## config.mk

```make
export PLATFORM = sky130hd
export DESIGN_NAME = tqvp_reg_arbiter
export DESIGN_NICKNAME = d
export VERILOG_FILES = /design/src/rtl/tqvp_reg_arbiter.sv
export SDC_FILE = /design/constraint.sdc
export NUM_CORES = 1
export LEC_CHECK = 0
export ABC_AREA = 0
export BUFFER_PORTS_ARGS = -buffer_cell sky130_fd_sc_hd__buf_2
export CORE_AREA = 5 5 66 68
export CTS_BUF_LIST = sky130_fd_sc_hd__clkbuf_8
export CTS_CLUSTER_DIAMETER = 40
export DETAILED_ROUTE_END_ITERATION = 6
export DIE_AREA = 0 0 71 73
export PLACE_DENSITY = 0.8
export SYNTH_ARGS = -nofsm -noshare
export SYNTH_HDL_FRONTEND = slang
export SYNTH_SLANG_ARGS = --single-unit
export TNS_END_PERCENT = 1
```

## constraint.sdc

```tcl
create_clock -name clk -period 5.3 [get_ports clk]
set_input_delay 0.795 -clock clk [delete_from_list [all_inputs] [get_ports clk]]
set_output_delay 0.795 -clock clk [all_outputs]
set_load 0.005 [all_outputs]
```

## src/rtl/tqvp_reg_arbiter.sv

```systemverilog
// tqvp_reg_arbiter
// Shares one 4-bit-address / 8-bit-data peripheral register port between two
// requesters (A: SPI register bridge, B: sample sequencer). Round-robin between
// simultaneous requests, with an optional lock that lets the current owner keep
// the port for up to MAX_BURST back-to-back accesses.
module tqvp_reg_arbiter #(
  parameter int READ_WAIT = 0,
  parameter int MAX_BURST = 4
) (
  input  logic       clk,
  input  logic       rst_n,

  input  logic       a_req,
  input  logic       a_we,
  input  logic [3:0] a_addr,
  input  logic [7:0] a_wdata,
  input  logic       a_lock,
  output logic       a_ack,
  output logic [7:0] a_rdata,

  input  logic       b_req,
  input  logic       b_we,
  input  logic [3:0] b_addr,
  input  logic [7:0] b_wdata,
  input  logic       b_lock,
  output logic       b_ack,
  output logic [7:0] b_rdata,

  output logic [3:0] p_address,
  output logic [7:0] p_data_in,
  output logic       p_data_write,
  input  logic [7:0] p_data_out
);

  localparam int WCW = (READ_WAIT > 1) ? $clog2(READ_WAIT) : 1;
  localparam int BCW = (MAX_BURST > 1) ? $clog2(MAX_BURST) : 1;
  localparam logic [WCW-1:0] WAIT_LAST  = WCW'((READ_WAIT > 0) ? READ_WAIT - 1 : 0);
  localparam logic [BCW-1:0] BURST_LAST = BCW'(MAX_BURST - 1);
  localparam bit HAS_WAIT = (READ_WAIT > 0);

  typedef enum logic [1:0] {
    IDLE   = 2'd0,
    ACCESS = 2'd1,
    WAIT   = 2'd2,
    ACK    = 2'd3
  } state_t;

  state_t         state;
  logic           owner;       // 0 = A, 1 = B
  logic           rr_ptr;      // side that wins the next simultaneous request
  logic           owner_we;
  logic           prev_lock;   // owner's lock as seen during its ack cycle
  logic [BCW-1:0] burst_cnt;
  logic [WCW-1:0] wait_cnt;

  logic       owner_req;
  logic       owner_lock;
  logic       regrant;
  logic       grant_valid;
  logic       grant_side;
  logic       sel_we;
  logic [3:0] sel_addr;
  logic [7:0] sel_wdata;
  logic       access_done;

  // Arbitration decision and selection of the winning requester's fields
  always_comb begin
    owner_req   = owner ? b_req  : a_req;
    owner_lock  = owner ? b_lock : a_lock;
    regrant     = prev_lock && owner_req && (burst_cnt < BURST_LAST);
    grant_valid = regrant || a_req || b_req;
    grant_side  = 1'b0;
    if (regrant) begin
      grant_side = owner;
    end else if (a_req && b_req) begin
      grant_side = rr_ptr;
    end else if (b_req) begin
      grant_side = 1'b1;
    end
    sel_we    = grant_side ? b_we    : a_we;
    sel_addr  = grant_side ? b_addr  : a_addr;
    sel_wdata = grant_side ? b_wdata : a_wdata;
    access_done = ((state == ACCESS) && (owner_we || !HAS_WAIT)) ||
                  ((state == WAIT) && (wait_cnt == WAIT_LAST));
  end

  // Access sequencer: grant, drive the peripheral, capture read data, pulse ack
  always_ff @(posedge clk or negedge rst_n) begin
    if (!rst_n) begin
      state        <= IDLE;
      owner        <= 1'b0;
      rr_ptr       <= 1'b0;
      owner_we     <= 1'b0;
      prev_lock    <= 1'b0;
      burst_cnt    <= '0;
      wait_cnt     <= '0;
      p_address    <= 4'd0;
      p_data_in    <= 8'd0;
      p_data_write <= 1'b0;
      a_ack        <= 1'b0;
      b_ack        <= 1'b0;
      a_rdata      <= 8'd0;
      b_rdata      <= 8'd0;
    end else begin
      case (state)
        IDLE: begin
          prev_lock <= 1'b0;
          if (grant_valid) begin
            owner        <= grant_side;
            owner_we     <= sel_we;
            p_address    <= sel_addr;
            p_data_in    <= sel_wdata;
            p_data_write <= sel_we;
            wait_cnt     <= '0;
            state        <= ACCESS;
            if (regrant) begin
              burst_cnt <= burst_cnt + BCW'(1);
            end else begin
              burst_cnt <= '0;
              rr_ptr    <= ~grant_side;
            end
          end
        end
        ACCESS: begin
          p_data_write <= 1'b0;
          if (!access_done) begin
            state <= WAIT;
          end
        end
        WAIT: begin
          if (!access_done) begin
            wait_cnt <= wait_cnt + WCW'(1);
          end
        end
        ACK: begin
          a_ack     <= 1'b0;
          b_ack     <= 1'b0;
          prev_lock <= owner_lock;
          state     <= IDLE;
        end
        default: state <= IDLE;
      endcase

      if (access_done) begin
        state <= ACK;
        if (owner) begin
          b_ack   <= 1'b1;
          b_rdata <= p_data_out;
        end else begin
          a_ack   <= 1'b1;
          a_rdata <= p_data_out;
        end
      end
    end
  end

endmodule

```

==> flow_summary.json, run 1 <==
{
  "status": "complete, no violations",
  "grt_usage": 0.147,
  "crit_path_cell_trace": "ha_1 > and4bb_1 > a211o_1 > mux2i_1 > o21ai_1",
  "preCtsSetupSlack_ns": 3.01,
  "drv_slew": 0,
  "hold_path_depth": 2,
  "synth_most_common_cell": "dfrtp_1",
  "coreArea_mm2": 0.00380,
  "leakagePower_nw": 1.18,
  "postCtsSetupRepairBufs": 0,
  "fin_skew_ns": 0.00310,
  "cts_tree": "yes",
  "grt_use_met1": 0.181,
  "cts_resized": 0,
  "placementRows": 23,
  "syn-mean-instance-area_um2": 11.8,
  "cts.htree.levels": 2,
  "vias_per_cell": 4.79,
  "rsz0062_at_grt": "false",
  "numPortBuffers": 70,
  "cts_root_buffer": "clkbuf_8",
  "synth_cell_types": 24,
  "ys.flop_type": "dfrtp_1",
  "setup_slack_ns": 3.29,
  "drtIter0Drc": 69,
  "synth_area_mm2": 0.00179,
  "min_from": "burst_cnt[1]",
  "drc": 0,
  "clkSinkCount": 39,
  "fmax_ghz": 0.499,
  "cts_buffers": 5,
  "dr_total_vias": 1303,
  "pwr-share-clk": 0.152,
  "rrSetupSlack_ns": 3.29,
  "holdPathEnd": "burst_cnt[1]",
  "diodes": 0,
  "slowest_stage": "a211o_1",
  "pwr-share-comb": 0.413,
  "grt_max_degree": 40,
  "route.antenna.remaining_nets": 0,
  "seqPwrFrac": 0.435,
  "drt_wl_total_um": 3570,
  "ir_drop_mv": 0.279,
  "period_minus_slack_ns": 2.01,
  "die_area_mm2": 0.00518,
  "die_x_um": 71,
  "overflow": 0,
  "area_delta_synth_final_pct": 23.7,
  "fin_area_mm2": 0.00221,
  "hpwl_um": 2830,
  "crit_buf_inv": 0,
  "synthTopCellsByArea": "dfrtp_1 55%, mux2_2 10%, mux2i_1 8.4%",
  "ios": 71,
  "regToRegEndpoint": "p_address[2]",
  "synth_edf_count": 0,
  "path_class": "flop to flop",
  "hp-class": "flop to flop",
  "p_total_mw": 1.19,
  "placed_area_mm2": 0.00213,
  "setup_viol": 0,
  "sw_frac_of_total": 0.340,
  "async_flop_share": 1.00,
  "initial_utilization": 0.470,
  "r2r_start": "burst_cnt[0]",
  "post-route-period-util": 0.378,
  "antenna_found_initial": 0,
  "crit_cells": 5,
  "critPathMaxFanout": 13,
  "gr-usage-met2": 0.239,
  "grt_pass1_wl_um": 6070,
  "grt_use_met3": 0.0620,
  "clock_path_buffers": 2,
  "wl_per_cell_um": 13.1,
  "ys_ff_latch": 39,
  "crit_path_start_kind": "flop",
  "synth_common_cells": "39 x dfrtp_1, 21 x nand2_1, 16 x mux2_2",
  "reg2reg_depth": 5,
  "power_density_mw_per_mm2": 540,
  "grt_most_used_layer": "met2",
  "arrival_ns": 2.13,
  "synth_top_area_cell": "dfrtp_1",
  "worstPathRequired_ns": 5.43,
  "die_h_um": 73,
  "end_kind": "flop",
  "gp_congestion": 0.857,
  "synthCells": 151,
  "startpoint": "burst_cnt[0]",
  "maxCapViolations": 0,
  "nets": 266,
  "grt_pass1_vias": 1343,
  "power.switching_mw": 0.406,
  "crit_family": "compound AO/OA/AOI/OAI gates",
  "cp_slowest_stage_delay_ns": 0.56,
  "synth_top_area_frac": 0.547,
  "ys_warn_count": 0,
  "intPower_mw": 0.787,
  "cts.clk_slew.worst_paths_ns": 0.07,
  "insertion_delay_ns": 0.27,
  "synth-seq-area-share": 0.547,
  "synth_nets": 196,
  "tns_ns": 0,
  "drive_above_1_share": 0.428,
  "worst_pin_slew_ns": 0.947,
  "postCtsHoldBufs": 0,
  "hold_violations": 0,
  "maxSlewHeadroom": 0.369,
  "firstDrtPassIters": 2
}
-- power groups by stage --
stage	registers [mW]	clock network, mW	logic [mW]
2_1_floorplan	0.524	0	0.328
3_3_place_gp	0.522	0	0.486
3_5_place_dp	0.525	0	0.506
4_1_cts	0.520	0.188	0.506
5_1_grt	0.538	0.200	0.562
6_report	0.519	0.181	0.493
-- sequential cells by signal, summed over array words and instances (netlist names) --
| signal | count |
|---|---|
| a_ack | 1 |
| state | 2 |
| b_ack | 1 |
| b_rdata | 8 |
| p_data_write | 1 |
| a_rdata | 8 |
| wait_cnt | 1 |
| rr_ptr | 1 |
| prev_lock | 1 |
| burst_cnt | 2 |
| p_data_in | 8 |
| p_address | 4 |
| owner | 1 |
-- layout make-up --
| type | instances | area [µm²] |
|---|---|---|
| multi-input cells | 97 | 708 |
| inverters | 8 | 30.0 |
| clock inverters | 3 | 12.5 |
| clock buffers | 5 | 68.8 |
| flip-flops and latches | 39 | 976 |
| well taps | 50 | 62.6 |
| repair buffers | 70 | 350 |
| fillers | 351 | 1590 |
-- worst register-to-register path, delay by kind of cell (launching register included) --
family                   cells  cell delay, ns
adder cells (fa/ha/maj)      1            0.23
multiplexers                 1            0.31
flip-flops                   1            0.40
AND/OR/NAND/NOR              1            0.27
AO/OA/AOI/OAI                2            0.64
-- layer usage --
metal,share of wire,wire length (µm),vias up
met2,0.47,1670,54
met1,0.43,1520,589
met3,0.098,351,4
met5,0,0,-
met4,0.0095,34,0
li1,-,-,656
-- metrics by stage --
stage               hold WS, ns  std cells  utilization
floorplan                 0.442        151            -
global placement          0.454        264        0.560
detailed placement        0.465        264        0.560
CTS                       0.480        272        0.581
global route              0.503        272        0.581
finish                    0.475        272        0.581
-- cells in the final DEF (no fill, tap or decap) --
cell | Yosys | layout
nor2_1 | 2 | 2
and2b_2 | 1 | 1
o21ai_1 | 11 | 10
o211ai_1 | 2 | 2
clkbuf_8 | 0 | 5
mux2i_1 | 15 | 15
or2b_1 | 2 | 2
mux2_2 | 16 | 16
a211o_1 | 1 | 1
inv_1 | 8 | 10
and4bb_1 | 1 | 1
nand2_1 | 21 | 21
nand3_1 | 1 | 1
buf_2 | 2 | 70
dfrtp_1 | 39 | 39
o21a_1 | 1 | 1
ha_1 | 5 | 5
o22ai_1 | 1 | 1
a21o_1 | 1 | 1
clkinv_2 | 0 | 1
a21oi_1 | 3 | 3
o21ai_0 | 11 | 11
nor2_2 | 1 | 1
o31ai_1 | 1 | 1
o21ai_2 | 0 | 1
-- logic make-up after synthesis --
group	count (synthesis)	share of synthesized area
buffers and inverters	15	0.0589
AND/OR/NAND/NOR	29	0.0750
multiplexers	31	0.185
flip-flops	39	0.547
AO/OA/AOI/OAI	32	0.0995
adder cells (fa/ha/maj)	5	0.0350
-- how the worst max path moves through the flow --
stage,to,slack [ns]
6_report,p_address[2],3.29
5_1_grt,p_address[3],3.17
4_1_cts,p_address[2],3.27
3_5_place_dp,p_address[2],3.01
3_3_place_gp,p_data_in[3],3.09
2_1_floorplan,p_data_in[0],3.44
Power figures use the tool's default switching activity.
==> inputs of run 2 (changes only) <==
--- a/config.mk
+++ b/config.mk
@@ -5,14 +5,14 @@
 export SDC_FILE = /design/constraint.sdc
 export NUM_CORES = 1
 export LEC_CHECK = 0
-export ABC_AREA = 0
+export ABC_AREA = 1
 export BUFFER_PORTS_ARGS = -buffer_cell sky130_fd_sc_hd__buf_2
-export CORE_AREA = 5 5 66 68
+export CORE_AREA = 5 5 71 73
 export CTS_BUF_LIST = sky130_fd_sc_hd__clkbuf_8
 export CTS_CLUSTER_DIAMETER = 40
 export DETAILED_ROUTE_END_ITERATION = 6
-export DIE_AREA = 0 0 71 73
-export PLACE_DENSITY = 0.8
+export DIE_AREA = 0 0 76 78
+export PLACE_DENSITY = 0.77
 export SYNTH_ARGS = -nofsm -noshare
 export SYNTH_HDL_FRONTEND = slang
 export SYNTH_SLANG_ARGS = --single-unit
==> constraint.sdc (replaced) <==
create_clock -name clk -period 2.1 [get_ports clk]
set_input_delay 0.315 -clock clk [delete_from_list [all_inputs] [get_ports clk]]
set_output_delay 0.315 -clock clk [all_outputs]
set_load 0.005 [all_outputs]
==> flow_summary.json, run 2 <==
{
  "route.antenna.remaining_nets": 0,
  "final_common_cell": "buf_2",
  "grt_max_degree": 20,
  "timing.hold.ws_ns": 0.254,
  "placementRows": 24,
  "hold_violations": 0,
  "grt_pass1_vias": 1832,
  "critPathMaxFanout": 17,
  "post-route-period-util": 0.798,
  "p_total_mw": 3.23,
  "drv_slew": 0,
  "reg_top3": "a_rdata: 8 flops, b_rdata: 8 flops, p_data_in: 8 flops",
  "initial_utilization": 0.480,
  "postCtsSetupRepairBufs": 0,
  "drt_wl_total_um": 4640,
  "arrival_ns": 1.83,
  "vias_per_cell": 4.83,
  "numPortBuffers": 70,
  "worst_pin_slew_ns": 0.516,
  "path_class": "flop to flop",
  "syn-mean-instance-area_um2": 8.77,
  "period_minus_slack_ns": 1.68,
  "die_x_um": 76,
  "synth_edf_count": 0,
  "diodes": 0,
  "synth_common_cells": "52 x nand2_1, 43 x inv_1, 39 x dfrtp_1",
  "maxCapViolations": 0,
  "ys_ff_latch": 39,
  "synth_most_common_cell": "nand2_1",
  "synth_top_area_cell": "dfrtp_1",
  "dr_total_vias": 1743,
  "tns_ns": 0,
  "cts.htree.levels": 2,
  "finalNonFillerCells": 361,
  "fillers": 404,
  "coreArea_mm2": 0.00429,
  "grt_usage": 0.167,
  "ir_drop_mv": 0.661,
  "startpoint": "state[0]",
  "cts.clk_slew.worst_paths_ns": 0.07,
  "synth_top_area_frac": 0.474,
  "firstDrtPassIters": 4,
  "worstPathRequired_ns": 2.26,
  "most-common-layout-cells": "70 x buf_2, 52 x nand2_1, 43 x inv_1",
  "power_density_mw_per_mm2": 1290,
  "clock_path_buffers": 2,
  "ys_warn_count": 0,
  "wl_per_cell_um": 12.9,
  "async_flop_share": 1.00,
  "end_kind": "flop",
  "cts_resized": 0,
  "synth_cell_types": 28,
  "drc": 0,
  "synthTopCellsByArea": "dfrtp_1 47%, nand2_1 9.5%, inv_1 7.8%",
  "status": "complete, no violations",
  "hpwl_um": 3550,
  "insertion_delay_ns": 0.30,
  "crit_path_start_kind": "flop",
  "drtIter0Drc": 78,
  "antenna_found_initial": 0,
  "nets": 353,
  "maxSlewHeadroom": 0.655,
  "area_delta_synth_final_pct": 21.6,
  "min_from": "b_lock",
  "die_h_um": 78,
  "clkSinkCount": 39,
  "dp_cells": 352,
  "grt_pass1_wl_um": 8250,
  "drive_above_1_share": 0.350,
  "fin_skew_ns": 0.00931,
  "ios": 71,
  "r2r_start": "state[0]",
  "hp-class": "primary input to flop",
  "ys.flop_type": "dfrtp_1",
  "multi_input_area_um2": 811,
  "cts_buffers": 5,
  "leakagePower_nw": 1.45,
  "overflow": 0,
  "synth_nets": 280,
  "synth-seq-area-share": 0.474,
  "rsz0062_at_grt": "false",
  "cts_tree": "yes",
  "fmax_ghz": 0.596,
  "synth_area_mm2": 0.00206,
  "cts_root_buffer": "clkbuf_8",
  "die_area_mm2": 0.00593,
  "synthCells": 235,
  "gp_congestion": 0.830,
  "setup_viol": 0,
  "seqCellArea_um2": 976
}
run 2: worst paths after layout:
check	depth (start not counted)	end	slack [ns]
min in group asynchronous	2	p_data_in[7]	0.45
max	7	b_rdata[0]	0.42
max reg2reg	7	b_rdata[0]	0.42
min	3	prev_lock	0.25
max in group asynchronous	3	prev_lock	1.12
min reg2reg	1	burst_cnt[0]	0.48
run 2: worst max-delay path: stages (launching register included):
cell and delay, ns:
dfrtp_1 0.40, inv_1 0.11, ha_1 0.18, inv_1 0.07, o21bai_2 0.19, nand2_1 0.36, nand2_1 0.15, o21ai_0 0.08
run 2: through the flow:
step | cell area [µm²] | worst slack [ns] | util
floorplan | 2060 | 0.716 | -
CTS | 2500 | 0.415 | 0.583
finish | 2500 | 0.423 | 0.583
global route | 2500 | 0.212 | 0.583
global placement | 2400 | 0.457 | 0.559
detailed placement | 2400 | 0.413 | 0.559
run 2: area by class of cell:
cell class	count	share of cell area
flip-flops and latches	39	0.390
multi-input cells	141	0.324
repair buffers	74	0.153
inverters	47	0.0704
clock buffers	5	0.0275
well taps	52	0.0260
clock inverters	3	0.00999
run 2: power by group:
group | switching, mW | internal [mW]
clock | 0.288 | 0.237
sequential | 0.198 | 1.11
combinational | 0.833 | 0.570
run 2: metal layers:
| metal | routed length, µm | part of all wire | track usage |
|---|---|---|---|
| met1 | 2070 | 0.45 | 0.201 |
| met2 | 2040 | 0.44 | 0.265 |
| met3 | 495 | 0.11 | 0.0775 |
| met4 | 40 | 0.0086 | 0.0552 |
| met5 | 0 | 0 | 0 |
run 2: what timing repair did:
action	CTS	global route
endpoints found under the hold margin	14	0
setup endpoints to repair	0	0
hold buffers	1	0
run 2: kinds of logic (layout without fill, tap and decap cells):
| group | after synthesis | count (layout) | share of synthesized area |
|---|---|---|---|
| AO/OA/AOI/OAI | 31 | 31 | 0.0911 |
| adder cells (fa/ha/maj) | 5 | 5 | 0.0304 |
| buffers and inverters | 55 | 129 | 0.133 |
| flip-flops | 39 | 39 | 0.474 |
| AND/OR/NAND/NOR | 105 | 105 | 0.272 |
